[config.mk]
export PLATFORM = sky130hd
export DESIGN_NAME = pipe_ctrl_unit
export DESIGN_NICKNAME = d
export VERILOG_FILES = /design/src/rtl/pipe_ctrl_unit.sv
export SDC_FILE = /design/constraint.sdc
export NUM_CORES = 1
export LEC_CHECK = 0
export ABC_AREA = 0
export ABC_CLOCK_PERIOD_IN_PS = 2800
export CAP_MARGIN = 10
export CORE_MARGIN = 5
export CORE_UTILIZATION = 44
export CTS_CLUSTER_SIZE = 28
export DETAILED_ROUTE_END_ITERATION = 16
export PLACE_DENSITY = 0.95
export SYNTH_ARGS = -nofsm -noshare
export SYNTH_HDL_FRONTEND = slang
export SYNTH_SLANG_ARGS = --single-unit
[constraint.sdc]
create_clock -name clock -period 2.8 [get_ports clock]
set_clock_uncertainty 0.2 [all_clocks]
set_input_delay 0.56 -clock clock [delete_from_list [all_inputs] [get_ports clock]]
set_output_delay 0.56 -clock clock [all_outputs]
set_load 0.01 [all_outputs]
[src/rtl/pipe_ctrl_unit.sv]
// Pipelined control unit: decodes the D-stage instruction and carries control words through EX/MEM/WB,
// generating load-use, flush and mult/div stalls. Define PIPE_CTRL_PERF_EN to add saturating perf counters.
module pipe_ctrl_unit #(
    parameter int         OPC_W     = 5,
    parameter int         REG_W     = 5,
    parameter int         CW        = 14,
    parameter logic [4:0] MUL_ALUOP = 5'b00110,
    parameter logic [4:0] DIV_ALUOP = 5'b00111
`ifdef PIPE_CTRL_PERF_EN
    ,
    parameter int         CNT_W     = 16
`endif
) (
    input  logic             clock,
    input  logic             reset_n,
    input  logic [OPC_W-1:0] opcode_d,
    input  logic [4:0]       aluop_d,
    input  logic [REG_W-1:0] rs_d,
    input  logic [REG_W-1:0] rt_d,
    input  logic [REG_W-1:0] rd_ex,
    input  logic             branch_taken_ex,
    input  logic             md_rdy,
    output logic [CW-1:0]    ctrl_d,
    output logic [CW-1:0]    ctrl_ex,
    output logic [CW-1:0]    ctrl_mem,
    output logic [CW-1:0]    ctrl_wb,
    output logic             stall_fd,
    output logic             flush_fd,
    output logic             md_start,
    output logic             illegal_d
`ifdef PIPE_CTRL_PERF_EN
    ,
    output logic [CNT_W-1:0] stall_cnt,
    output logic [CNT_W-1:0] flush_cnt,
    output logic [CNT_W-1:0] md_cnt
`endif
);

    localparam int B_RWE    = 0;
    localparam int B_SW     = 1;
    localparam int B_ALUINB = 2;
    localparam int B_RI     = 3;
    localparam int B_DMWE   = 4;
    localparam int B_LW     = 5;
    localparam int B_JAL    = 6;
    localparam int B_BNE    = 7;
    localparam int B_BLT    = 8;
    localparam int B_BEX    = 9;
    localparam int B_J      = 10;
    localparam int B_JR     = 11;
    localparam int B_SETX   = 12;
    localparam int B_MD     = 13;

    localparam logic [OPC_W-1:0] OP_RTYPE = OPC_W'(5'b00000);
    localparam logic [OPC_W-1:0] OP_J     = OPC_W'(5'b00001);
    localparam logic [OPC_W-1:0] OP_BNE   = OPC_W'(5'b00010);
    localparam logic [OPC_W-1:0] OP_JAL   = OPC_W'(5'b00011);
    localparam logic [OPC_W-1:0] OP_JR    = OPC_W'(5'b00100);
    localparam logic [OPC_W-1:0] OP_ADDI  = OPC_W'(5'b00101);
    localparam logic [OPC_W-1:0] OP_BLT   = OPC_W'(5'b00110);
    localparam logic [OPC_W-1:0] OP_SW    = OPC_W'(5'b00111);
    localparam logic [OPC_W-1:0] OP_LW    = OPC_W'(5'b01000);
    localparam logic [OPC_W-1:0] OP_SETX  = OPC_W'(5'b10101);
    localparam logic [OPC_W-1:0] OP_BEX   = OPC_W'(5'b10110);

    typedef enum logic {RUN, MD_WAIT} state_t;

    state_t state;
    logic   rtype_d;
    logic   md_hold;
    logic   load_use;
    logic   advance;

    always_comb begin
        ctrl_d    = '0;
        illegal_d = 1'b0;
        case (opcode_d)
            OP_RTYPE: begin
                ctrl_d[B_RWE] = 1'b1;
                ctrl_d[B_MD]  = (aluop_d == MUL_ALUOP) || (aluop_d == DIV_ALUOP);
            end
            OP_ADDI: begin
                ctrl_d[B_RWE] = 1'b1; ctrl_d[B_ALUINB] = 1'b1; ctrl_d[B_RI] = 1'b1;
            end
            OP_LW: begin
                ctrl_d[B_RWE] = 1'b1; ctrl_d[B_ALUINB] = 1'b1; ctrl_d[B_RI] = 1'b1;
                ctrl_d[B_LW]  = 1'b1;
            end
            OP_SW: begin
                ctrl_d[B_SW] = 1'b1; ctrl_d[B_ALUINB] = 1'b1; ctrl_d[B_RI] = 1'b1;
                ctrl_d[B_DMWE] = 1'b1;
            end
            OP_J:    begin ctrl_d[B_RI] = 1'b1; ctrl_d[B_J] = 1'b1; end
            OP_BNE:  begin ctrl_d[B_SW] = 1'b1; ctrl_d[B_RI] = 1'b1; ctrl_d[B_BNE] = 1'b1; end
            OP_JAL: begin
                ctrl_d[B_RWE] = 1'b1; ctrl_d[B_RI] = 1'b1; ctrl_d[B_JAL] = 1'b1;
                ctrl_d[B_J]   = 1'b1;
            end
            OP_JR:   begin ctrl_d[B_SW] = 1'b1; ctrl_d[B_RI] = 1'b1; ctrl_d[B_JR] = 1'b1; end
            OP_BLT:  begin ctrl_d[B_SW] = 1'b1; ctrl_d[B_RI] = 1'b1; ctrl_d[B_BLT] = 1'b1; end
            OP_BEX:  begin ctrl_d[B_RI] = 1'b1; ctrl_d[B_BEX] = 1'b1; end
            OP_SETX: begin ctrl_d[B_RWE] = 1'b1; ctrl_d[B_RI] = 1'b1; ctrl_d[B_SETX] = 1'b1; end
            default: illegal_d = 1'b1;
        endcase
    end

    // MD outranks flush, which outranks load-use; rt only matters when D actually reads it.
    always_comb begin
        rtype_d  = (opcode_d == OP_RTYPE);
        md_hold  = ((state == RUN) && ctrl_ex[B_MD]) || ((state == MD_WAIT) && !md_rdy);
        load_use = ctrl_ex[B_LW] && (rd_ex != '0) &&
                   ((rd_ex == rs_d) || ((rd_ex == rt_d) && (ctrl_d[B_SW] || rtype_d)));
        stall_fd = md_hold || (!branch_taken_ex && load_use);
        flush_fd = !md_hold && branch_taken_ex;
        advance  = !md_hold && !branch_taken_ex && !load_use;
    end

    // md_start is registered one edge early, so it is high exactly while an MD op sits in EX in RUN.
    always_ff @(posedge clock or negedge reset_n) begin
        if (!reset_n) begin
            state    <= RUN;
            ctrl_ex  <= '0;
            ctrl_mem <= '0;
            ctrl_wb  <= '0;
            md_start <= 1'b0;
        end else begin
            ctrl_wb  <= ctrl_mem;
            md_start <= advance && ctrl_d[B_MD];
            if (md_hold) begin
                ctrl_mem <= '0;
            end else if (!advance) begin
                ctrl_mem <= ctrl_ex;
                ctrl_ex  <= '0;
            end else begin
                ctrl_mem <= ctrl_ex;
                ctrl_ex  <= ctrl_d;
            end
            case (state)
                RUN:     if (ctrl_ex[B_MD]) state <= MD_WAIT;
                MD_WAIT: if (md_rdy)        state <= RUN;
                default:                    state <= RUN;
            endcase
        end
    end

`ifdef PIPE_CTRL_PERF_EN
    always_ff @(posedge clock or negedge reset_n) begin
        if (!reset_n) begin
            stall_cnt <= '0;
            flush_cnt <= '0;
            md_cnt    <= '0;
        end else begin
            if (stall_fd && (stall_cnt != '1))           stall_cnt <= stall_cnt + CNT_W'(1);
            if (flush_fd && (flush_cnt != '1))           flush_cnt <= flush_cnt + CNT_W'(1);
            if ((state == MD_WAIT) && (md_cnt != '1))    md_cnt    <= md_cnt + CNT_W'(1);
        end
    end
`endif

endmodule

## Yosys cells after proc, flatten, opt, wreduce, memory -nomap -nowiden

Cells that the tools add are included.

- Output and inout bits: 60
- Register bits: 44
- Word-level logic and storage cells: 67

- Equal/unequal tests: 14
- Reduce and logical (&&, ||, !) cells: 27
- Mux-type cells: 20
- Bitwise operators: 1

Operators with widths:

| operator | number |
|---|---|
| 5-bit by 3-bit == test with 1-bit output (second input constant) | 6 |
| 14-bit 2-to-1 mux | 2 |
| 1-bit 2-to-1 mux | 17 |
| 11-bit OR reduction | 1 |
| 5-bit by 2-bit == test with 1-bit output (second input constant) | 2 |
| 5-bit == test | 2 |
| 5-bit == test (second input constant) | 2 |
| 1-bit logical AND | 10 |
| 10-bit OR reduction | 1 |
| 5-bit by 1-bit == test with 1-bit output (second input constant) | 1 |
| 5-bit by 4-bit == test with 1-bit output (second input constant) | 1 |
| 5-bit logical NOT | 1 |
| 1-bit logical OR | 5 |
| 5-bit nonzero test | 1 |
| 5-bit OR reduction | 1 |
| 1-bit logical NOT | 4 |
| 4-bit OR reduction | 1 |
| 3-bit OR reduction | 1 |
| 1-bit case mux with 2 select lines | 1 |
| 2-bit OR reduction | 1 |
| 1-bit NOT | 1 |

## Depth between registers and ports, before layout

Gate-level depths: netlist (run 1).

- Depth after elaboration: 10
- Mapped depth: 7
- Gate-level depth less buffers: 6

## Least setup slack after synthesis (run 1)

Ideal clock, no wire load.

- Path kind: input -> output
- From: input port opcode_d[1]
- To: output port illegal_d
- Required time: 2.040 ns
- Slack: 0.513 ns
- Stages: 4
- Path buffers: 1
- Arrival: 1.527 ns
- Cell sequence: buf_2 o311ai_0 nand2_1 a21oi_1

- Word-level cells in the longest chain between the ends: 3
- Elaborated cells between the ends (all ways): 13
- Those cells by class: eq/ne: 10; mux: 1; reduce/logical: 2

RTL lines:

| element | line | text |
|---|---|---|
| start: declaration | 16 | `input logic [OPC_W-1:0] opcode_d,` |
| 5-bit == test (tied with other cells) | 77 | `case (opcode_d)` |
| 11-bit OR reduction (no source line) * | -- |  |
| 1-bit 2-to-1 mux * | 77 |  |
| end: declaration | 30 | `output logic illegal_d` |

Mark *: on every way between the ends. The rest lies on a longest branch, timed or not.

## Worst setup path after layout (run 1)

- From: input port opcode_d[4]
- To: output port ctrl_d[10]

- Word-level cells in the longest chain between the ends: 3
- Elaborated cells between the ends (all ways): 4
- Those cells by class: eq/ne: 2; mux: 1; reduce/logical: 1

RTL lines:

| element | line | text |
|---|---|---|
| 5-bit by 2-bit == test with 1-bit output / 5-bit by 1-bit == test with 1-bit output (equally long branches) | 77 |  |
| 2-bit OR reduction (no source line) * | -- |  |
| 1-bit 2-to-1 mux * | 77 |  |
| end: declaration | 23 | `output logic [CW-1:0] ctrl_d,` |

Marks and branches as above.

==> impl_metrics.py, run 1 <==
metrics = {
    "outcome": {
        "run_status": "finished, final reports clean",
    },
    "yosys": {
        "synth_area_per_cell_um2": 11.3,
        "yosys_register_bits": 44,
        "synthDistinctLibCells": 36,
        "synth_compound_area_share_pct": 13.8,
        "synth_seq_area_share_pct": 58.2,
        "post_synth_xor_area_fraction_pct": 4.63,
        "synth_enable_flop_cells": 0,
        "simple_gate_portion_of_the_synthesized_area_pct": 19.5,
        "synth-main-ff-cell": "sky130_fd_sc_hd__dfrtp_1",
        "asyncSetResetFlopFracSynth_pct": 100,
        "synth-warning-count": 0,
        "synthesis.nets": 196,
        "syn-instance-count": 167,
        "post_synth_mux_area_share_pct": 0,
        "post_syn_area_um2": 1890,
        "synth_top_family_by_area": "simple AND/OR/NAND/NOR gates",
        "synth_adder_area_share_pct": 0.529,
    },
    "global_route": {
        "grt_usage_pct": 20.5,
        "grt_pass1_wl_mm": 8.65,
        "grt_overflow_total": 0,
        "antenna_found_initial": 0,
        "via_count_of_the_first_global_routing_pass": 1819,
        "grt_max_degree": 45,
    },
    "floorplanning": {
        "dieHeight_um": 75.6,
        "initial_core_util_pct": 46.3,
        "core_um2": 4090,
        "cell_row_count": 23,
        "chipWidth_um": 75.6,
        "die-area_um2": 5710,
        "ioPinCount": 89,
    },
    "sta": {
        "clock.fmax_ghz": 0.361,
        "grt_setup_unrepaired": "yes",
        "timing.slew.headroom_pct": 36.7,
        "worst_pin_slew_ns": 0.949,
        "hold-worst-slack_ns": 0.181,
        "final_setup_fails": 0,
        "slew_viol_final": 0,
        "min_period_ns": 2.77,
        "finalWorstSetupSlack_ns": 0.0322,
        "period_share_pct": 98.9,
        "timing_hold_violations_final": 0,
    },
    "cells_and_area": {
        "diodes": 0,
        "share_of_cells_above_drive_strength_1_pct": 26.7,
        "area.growth.synth_to_final_pct": 64.8,
        "fillerInstances": 270,
        "mostFrequentLayoutCell": "sky130_fd_sc_hd__clkdlybuf4s50_1",
        "multi_input_area_um2": 782,
        "sequential_cell_area_um2": 1100,
        "fin_cells": 335,
        "design.final.nets": 313,
        "final_cell_mix": "sky130_fd_sc_hd__clkdlybuf4s50_1 (66), sky130_fd_sc_hd__dfrtp_1 (44), sky130_fd_sc_hd__buf_4 (30)",
    },
    "power_and_ir_drop": {
        "power_density_nw_per_um2": 475,
        "leakage_nw": 1.50,
        "ir_drop_mv": 0.263,
    },
    "critical_path": {
        "logic_depth_of_the_worst_register_to_register_path": 7,
        "timing.critical_path.to_type": "primary output",
        "timing.critical_path.from": "opcode_d[4]",
        "worstReg2RegEnd": "ctrl_ex[10]",
        "worst-setup-path-type": "in -> out",
        "worstSetupEndpoint": "ctrl_d[10]",
        "start_kind": "input pin",
        "critical_path_arrival_ns": 2.01,
        "critical_path.reg2reg.startpoint": "ctrl_ex[13]",
        "path_max_fanout": 4,
        "required_ns": 2.04,
        "worst-r2r-setup-slack_ns": 0.83,
    },
    "routing": {
        "maxUsedRoutingLayer": "met4",
        "wl_on_met1_mm": 1.88,
        "remaining_drc_errors": 0,
        "route.detailed.wl_per_inst_um": 16.5,
        "via_count": 1713,
        "dr.first_iter.drc_count": 88,
        "route.met3.wl_um": 533,
        "avgViaCountPerCell": 5.11,
        "firstDrtPassIters": 4,
        "wl_met2_mm": 2.96,
        "wirelength_mm": 5.53,
        "postRouteAntennaNets": 0,
    },
    "placed_design": {
        "place_hpwl_mm": 4.00,
        "finalWeightedCongestion": 0.865,
        "placedCellCount": 326,
        "post_place_setup_slack_ns": -0.479,
        "number_of_buffers_inserted_by_port_buffering": 87,
    },
    "job": {
        "drv_cap": 0,
    },
    "cts": {
        "buffers_from_clock_root_to_sink_at_most": 2,
        "clk_pin_slew_worst_paths_ns": 0.08,
        "tritoncts": "done",
        "cts-htree-levels": 2,
        "clk_tree_root_cell": "sky130_fd_sc_hd__clkbuf_8",
        "insertion_delay_ns": 0.30,
        "cts_bufs_inserted": 5,
        "cts_sinks": 44,
    },
    "min_path": {
        "hp-class": "reg -> reg",
    },
}
flip-flops by register name, indices dropped and copies added, names as in the netlist:
signal / count
ctrl_wb: 14
ctrl_mem: 14
md_start: 1
state: 1
ctrl_ex: 14
report_power, final:
group	switching, mW	total (mW)	internal [mW]
Sequential	0.0231	0.695	0.672
Combinational	0.206	0.383	0.177
Clock	0.227	0.403	0.177
synth_stat cells (all sizes together) (2+ instances only):
master  count  area (µm²)
a21oi       4        20.0
and2       16         100
and3        2        12.5
buf         3        30.0
clkbuf      4        15.0
dfrtp      44        1100
inv         5        18.8
nand2      29         109
nand2b      2        12.5
nand3       2        10.0
nor2        9        43.8
nor2b       2        12.5
nor3        6        30.0
o21ai      15         124
o31ai       2        20.0
o41ai       2        32.5
xnor2       3        26.3
xor2        7        61.3
how the worst min path moves through the flow:
stage,from,slack [ns],end,cells after the start
4_1_cts,ctrl_mem[11],0.18,ctrl_wb[11],0
2_1_floorplan,reset_n,0.06,ctrl_ex[0],0
5_1_grt,ctrl_mem[9],0.19,ctrl_wb[9],0
3_5_place_dp,ctrl_mem[6],0.16,ctrl_wb[6],0
3_3_place_gp,ctrl_mem[5],0.16,ctrl_wb[5],0
6_report,ctrl_mem[11],0.18,ctrl_wb[11],0
worst max-delay path, cell delays in order:
cell	delay, ns
sky130_fd_sc_hd__dlygate4sd2_1	0.30
sky130_fd_sc_hd__nor3_4	0.26
sky130_fd_sc_hd__buf_4	0.16
sky130_fd_sc_hd__and2_1	0.16
sky130_fd_sc_hd__clkdlybuf4s50_1	0.57
per-layer routing:
metal / global-route usage (%) / up-vias
met2: 38.0 / 78
met1: 20.2 / 829
li1: - / 792
met5: 0 / -
met4: 10.9 / 0
met3: 6.60 / 14
area by class of cell:
cell class,instances,share of cell area (%)
Tap cell,50,2.01
Multi-Input combinational cell,111,25.1
Clock inverter,3,0.763
Clock buffer,5,2.21
Sequential cell,44,35.3
Inverter,5,0.602
Timing Repair Buffer,117,34.0
logic make-up after synthesis:
logic type | count (synthesis)
xor gates and xnor gates | 10
DFF | 44
AOI/OAI and AO/OA | 28
and+or+nand+nor | 72
adders and majority gates | 1
buffers and inverters | 12
metrics by stage:
step,instance area (µm²),util [%],TNS [ns],total power [mW]
after CTS,3100,75.9,0,1.49
after global placement,2990,73.2,-4.12,1.08
after detailed placement,2990,73.2,-4.69,1.09
after floorplan,1890,-,0,0.861
after global routing,3120,76.2,-0.00875,1.55
final,3120,76.2,0,1.48
what timing repair did:
action	in CTS	in global routing
pin swaps	3	2
setup buffers	0	1
hold buffers	0	0
resized for setup	35	10
setup endpoints to repair	16	7
Power figures use the tool's default switching activity.
==> inputs of run 2 (changes only) <==
--- a/config.mk
+++ b/config.mk
@@ -7,3 +7,3 @@
 export LEC_CHECK = 0
-export ABC_AREA = 0
+export ABC_AREA = 1
 export ABC_CLOCK_PERIOD_IN_PS = 2800
==> constraint.sdc (replaced) <==
create_clock -name clock -period 2.8 [get_ports clock]
set_clock_uncertainty 0.2 [all_clocks]
set_input_delay 0.7 -clock clock [delete_from_list [all_inputs] [get_ports clock]]
set_output_delay 0.7 -clock clock [all_outputs]
set_load 0.01 [all_outputs]
==> run 2 against run 1 <==
  * Synthesized cell count grew 20%
  * Sequential share of layout area is 0.37 points lower
  * Utilization fell by 2.9 points
  * Flip-flop and latch count unchanged
  * Global-route usage fell by 3.2 points
==> impl_metrics.py, run 2 <==
metrics = {
    "yosys": {
        "post-synth-top-area-fraction_pct": 57.2,
        "synth_enable_flop_cells": 0,
        "synth_seq_area_share_pct": 57.2,
        "synthDistinctLibCells": 25,
        "syn-instance-count": 201,
        "synth_commonest_cells": "sky130_fd_sc_hd__dfrtp_1 (44), sky130_fd_sc_hd__nand2_1 (34), sky130_fd_sc_hd__inv_1 (29)",
        "yosysTopAreaCell": "sky130_fd_sc_hd__dfrtp_1",
        "synthMostInstantiatedCell": "sky130_fd_sc_hd__dfrtp_1",
        "synthesis.nets": 230,
        "post_syn_area_um2": 1920,
        "yosys_register_bits": 44,
        "asyncSetResetFlopFracSynth_pct": 100,
        "synth-warning-count": 0,
        "synth-main-ff-cell": "sky130_fd_sc_hd__dfrtp_1",
        "synth_top_cells_by_area": "sky130_fd_sc_hd__dfrtp_1 (57%), sky130_fd_sc_hd__nand3_2 (7.8%), sky130_fd_sc_hd__nand2_1 (6.6%), sky130_fd_sc_hd__inv_1 (5.7%), sky130_fd_sc_hd__nor2_1 (5.3%)",
        "synth_area_per_cell_um2": 9.57,
    },
    "cts": {
        "cts-htree-levels": 2,
        "insertion_delay_ns": 0.29,
        "cts_bufs_inserted": 5,
        "tritoncts": "done",
        "cts_sinks": 44,
        "clk_tree_root_cell": "sky130_fd_sc_hd__clkbuf_8",
        "buffers_from_clock_root_to_sink_at_most": 2,
        "clk_pin_slew_worst_paths_ns": 0.08,
    },
    "min_path": {
        "hp-class": "reg -> reg",
        "whs_endpoint": "ctrl_wb[6]",
        "holdPathStages": 0,
        "hold_path.startpoint": "ctrl_mem[6]",
    },
    "routing": {
        "route.met3.wl_um": 403,
        "firstDrtPassIters": 5,
        "wirelength_mm": 4.85,
        "postRouteAntennaNets": 0,
        "maxUsedRoutingLayer": "met4",
        "wl_on_met1_mm": 1.88,
        "via_count": 1710,
        "remaining_drc_errors": 0,
        "route.detailed.wl_per_inst_um": 12.9,
        "avgViaCountPerCell": 4.56,
        "wl_met2_mm": 2.43,
        "dr.first_iter.drc_count": 73,
    },
    "cells_and_area": {
        "design.final.nets": 351,
        "area.growth.synth_to_final_pct": 63.6,
        "share_of_cells_above_drive_strength_1_pct": 29.1,
        "finalCoreUtilization_pct": 73.3,
        "diodes": 0,
        "mostFrequentLayoutCell": "sky130_fd_sc_hd__clkdlybuf4s50_1",
        "final_cell_mix": "sky130_fd_sc_hd__clkdlybuf4s50_1 (52), sky130_fd_sc_hd__dfrtp_1 (44), sky130_fd_sc_hd__buf_4 (32)",
        "post-route-cell-area_um2": 3150,
        "largestRegisters": "ctrl_ex (14), ctrl_mem (14), ctrl_wb (14)",
    },
    "sta": {
        "period_share_pct": 98.2,
        "timing_hold_violations_final": 0,
        "grt_setup_unrepaired": "no",
        "clock.fmax_ghz": 0.364,
        "slew_viol_final": 0,
        "worst_pin_slew_ns": 0.930,
        "min_period_ns": 2.75,
        "timing.slew.headroom_pct": 38.0,
        "hold-worst-slack_ns": 0.175,
        "final_setup_fails": 0,
    },
    "critical_path": {
        "critical_path.n_buffers_inverters": 3,
        "critical-path-max-stage-delay_ns": 0.26,
        "critPathSlowestCell": "sky130_fd_sc_hd__dlygate4sd2_1",
        "critical_path.reg2reg.startpoint": "ctrl_ex[13]",
        "logic_depth_of_the_worst_register_to_register_path": 7,
        "timing.critical_path.to_type": "primary output",
        "start_kind": "input pin",
        "required_ns": 1.90,
        "critical_path.cell_chain": "dlygate4sd2_1, buf_4, nand2_1, nand3_1, nor2_2, nand3_2, a31oi_1, buf_2",
        "worstReg2RegEnd": "md_start",
        "worst-r2r-setup-slack_ns": 1.09,
        "path_max_fanout": 3,
        "critical_path.top_delay_family": "buffers and inverters",
        "critical_path_arrival_ns": 1.85,
        "worst-setup-path-type": "in -> out",
    },
    "floorplanning": {
        "ioPinCount": 89,
        "chipWidth_um": 76.1,
        "initial_core_util_pct": 44.8,
        "core_um2": 4290,
        "dieHeight_um": 76.1,
        "die-area_um2": 5800,
        "cell_row_count": 24,
    },
    "global_route": {
        "grt_overflow_total": 0,
        "grt_pass1_wl_mm": 8.15,
        "via_count_of_the_first_global_routing_pass": 1790,
        "grt_usage_pct": 17.3,
        "grt_max_degree": 45,
        "antenna_found_initial": 0,
    },
    "job": {
        "drv_cap": 0,
    },
    "outcome": {
        "run_status": "finished, final reports clean",
    },
    "power_and_ir_drop": {
        "p_total_mw": 1.53,
        "power_density_nw_per_um2": 486,
        "leakage_nw": 1.67,
        "ir_drop_mv": 0.331,
    },
    "placed_design": {
        "place_hpwl_mm": 3.74,
        "dpl-instance-area_um2": 3030,
        "number_of_buffers_inserted_by_port_buffering": 87,
        "finalWeightedCongestion": 0.897,
    },
}
-- run 2: power breakdown --
group          total, mW  leakage [nW]  internal, mW  switching (mW)
clock network      0.470        0.0552         0.265           0.205
logic              0.367          1.00         0.164           0.204
registers          0.694         0.609         0.672          0.0215
-- run 2: metal layers --
metal | track usage (%) | vias up
met5 | 0 | -
met1 | 19.1 | 775
met4 | 8.22 | 0
met2 | 30.0 | 67
li1 | - | 856
met3 | 5.56 | 12
-- run 2: repair_timing --
| action | in CTS | in global routing |
|---|---|---|
| hold buffers | 0 | 0 |
| pin swaps | 10 | 6 |
| endpoints found under the setup margin | 17 | 11 |
| buffers inserted | 4 | 0 |
| gates resized for setup | 58 | 14 |
-- run 2: how the worst max path moves through the flow --
| stage | start | end | depth (start not counted) |
|---|---|---|---|
| finish | opcode_d[4] | illegal_d | 8 |
| global route | rd_ex[4] | stall_fd | 9 |
| CTS | opcode_d[0] | ctrl_d[13] | 7 |
| detailed placement | opcode_d[3] | illegal_d | 8 |
| global placement | opcode_d[3] | illegal_d | 10 |
| floorplan | opcode_d[1] | stall_fd | 7 |
-- run 2: kinds of logic after synthesis --
logic type | synth area share (%)
flip-flops | 57.2
buffers and inverters | 7.87
AND/OR/NAND/NOR | 29.6
XOR/XNOR | 3.64
AO/OA/AOI/OAI | 1.62
-- run 2: metrics by stage --
stage | cells | setup slack [ns] | setup TNS [ns]
5_1_grt | 375 | 0.00800 | 0
3_5_place_dp | 363 | -0.707 | -8.45
6_report | 375 | 0.0493 | 0
2_1_floorplan | 201 | 0.339 | 0
3_3_place_gp | 363 | -0.623 | -7.70
4_1_cts | 375 | 0.0136 | 0
-- run 2: cell type report --
| type | count | area [µm²] |
|---|---|---|
| Timing Repair Buffer | 119 | 1050 |
| Tap cell | 52 | 65.1 |
| Fill cell | 306 | 1150 |
| Sequential cell | 44 | 1100 |
| Multi-Input combinational cell | 120 | 701 |
| Clock buffer | 6 | 72.6 |
| Inverter | 32 | 120 |
| Clock inverter | 2 | 35.0 |
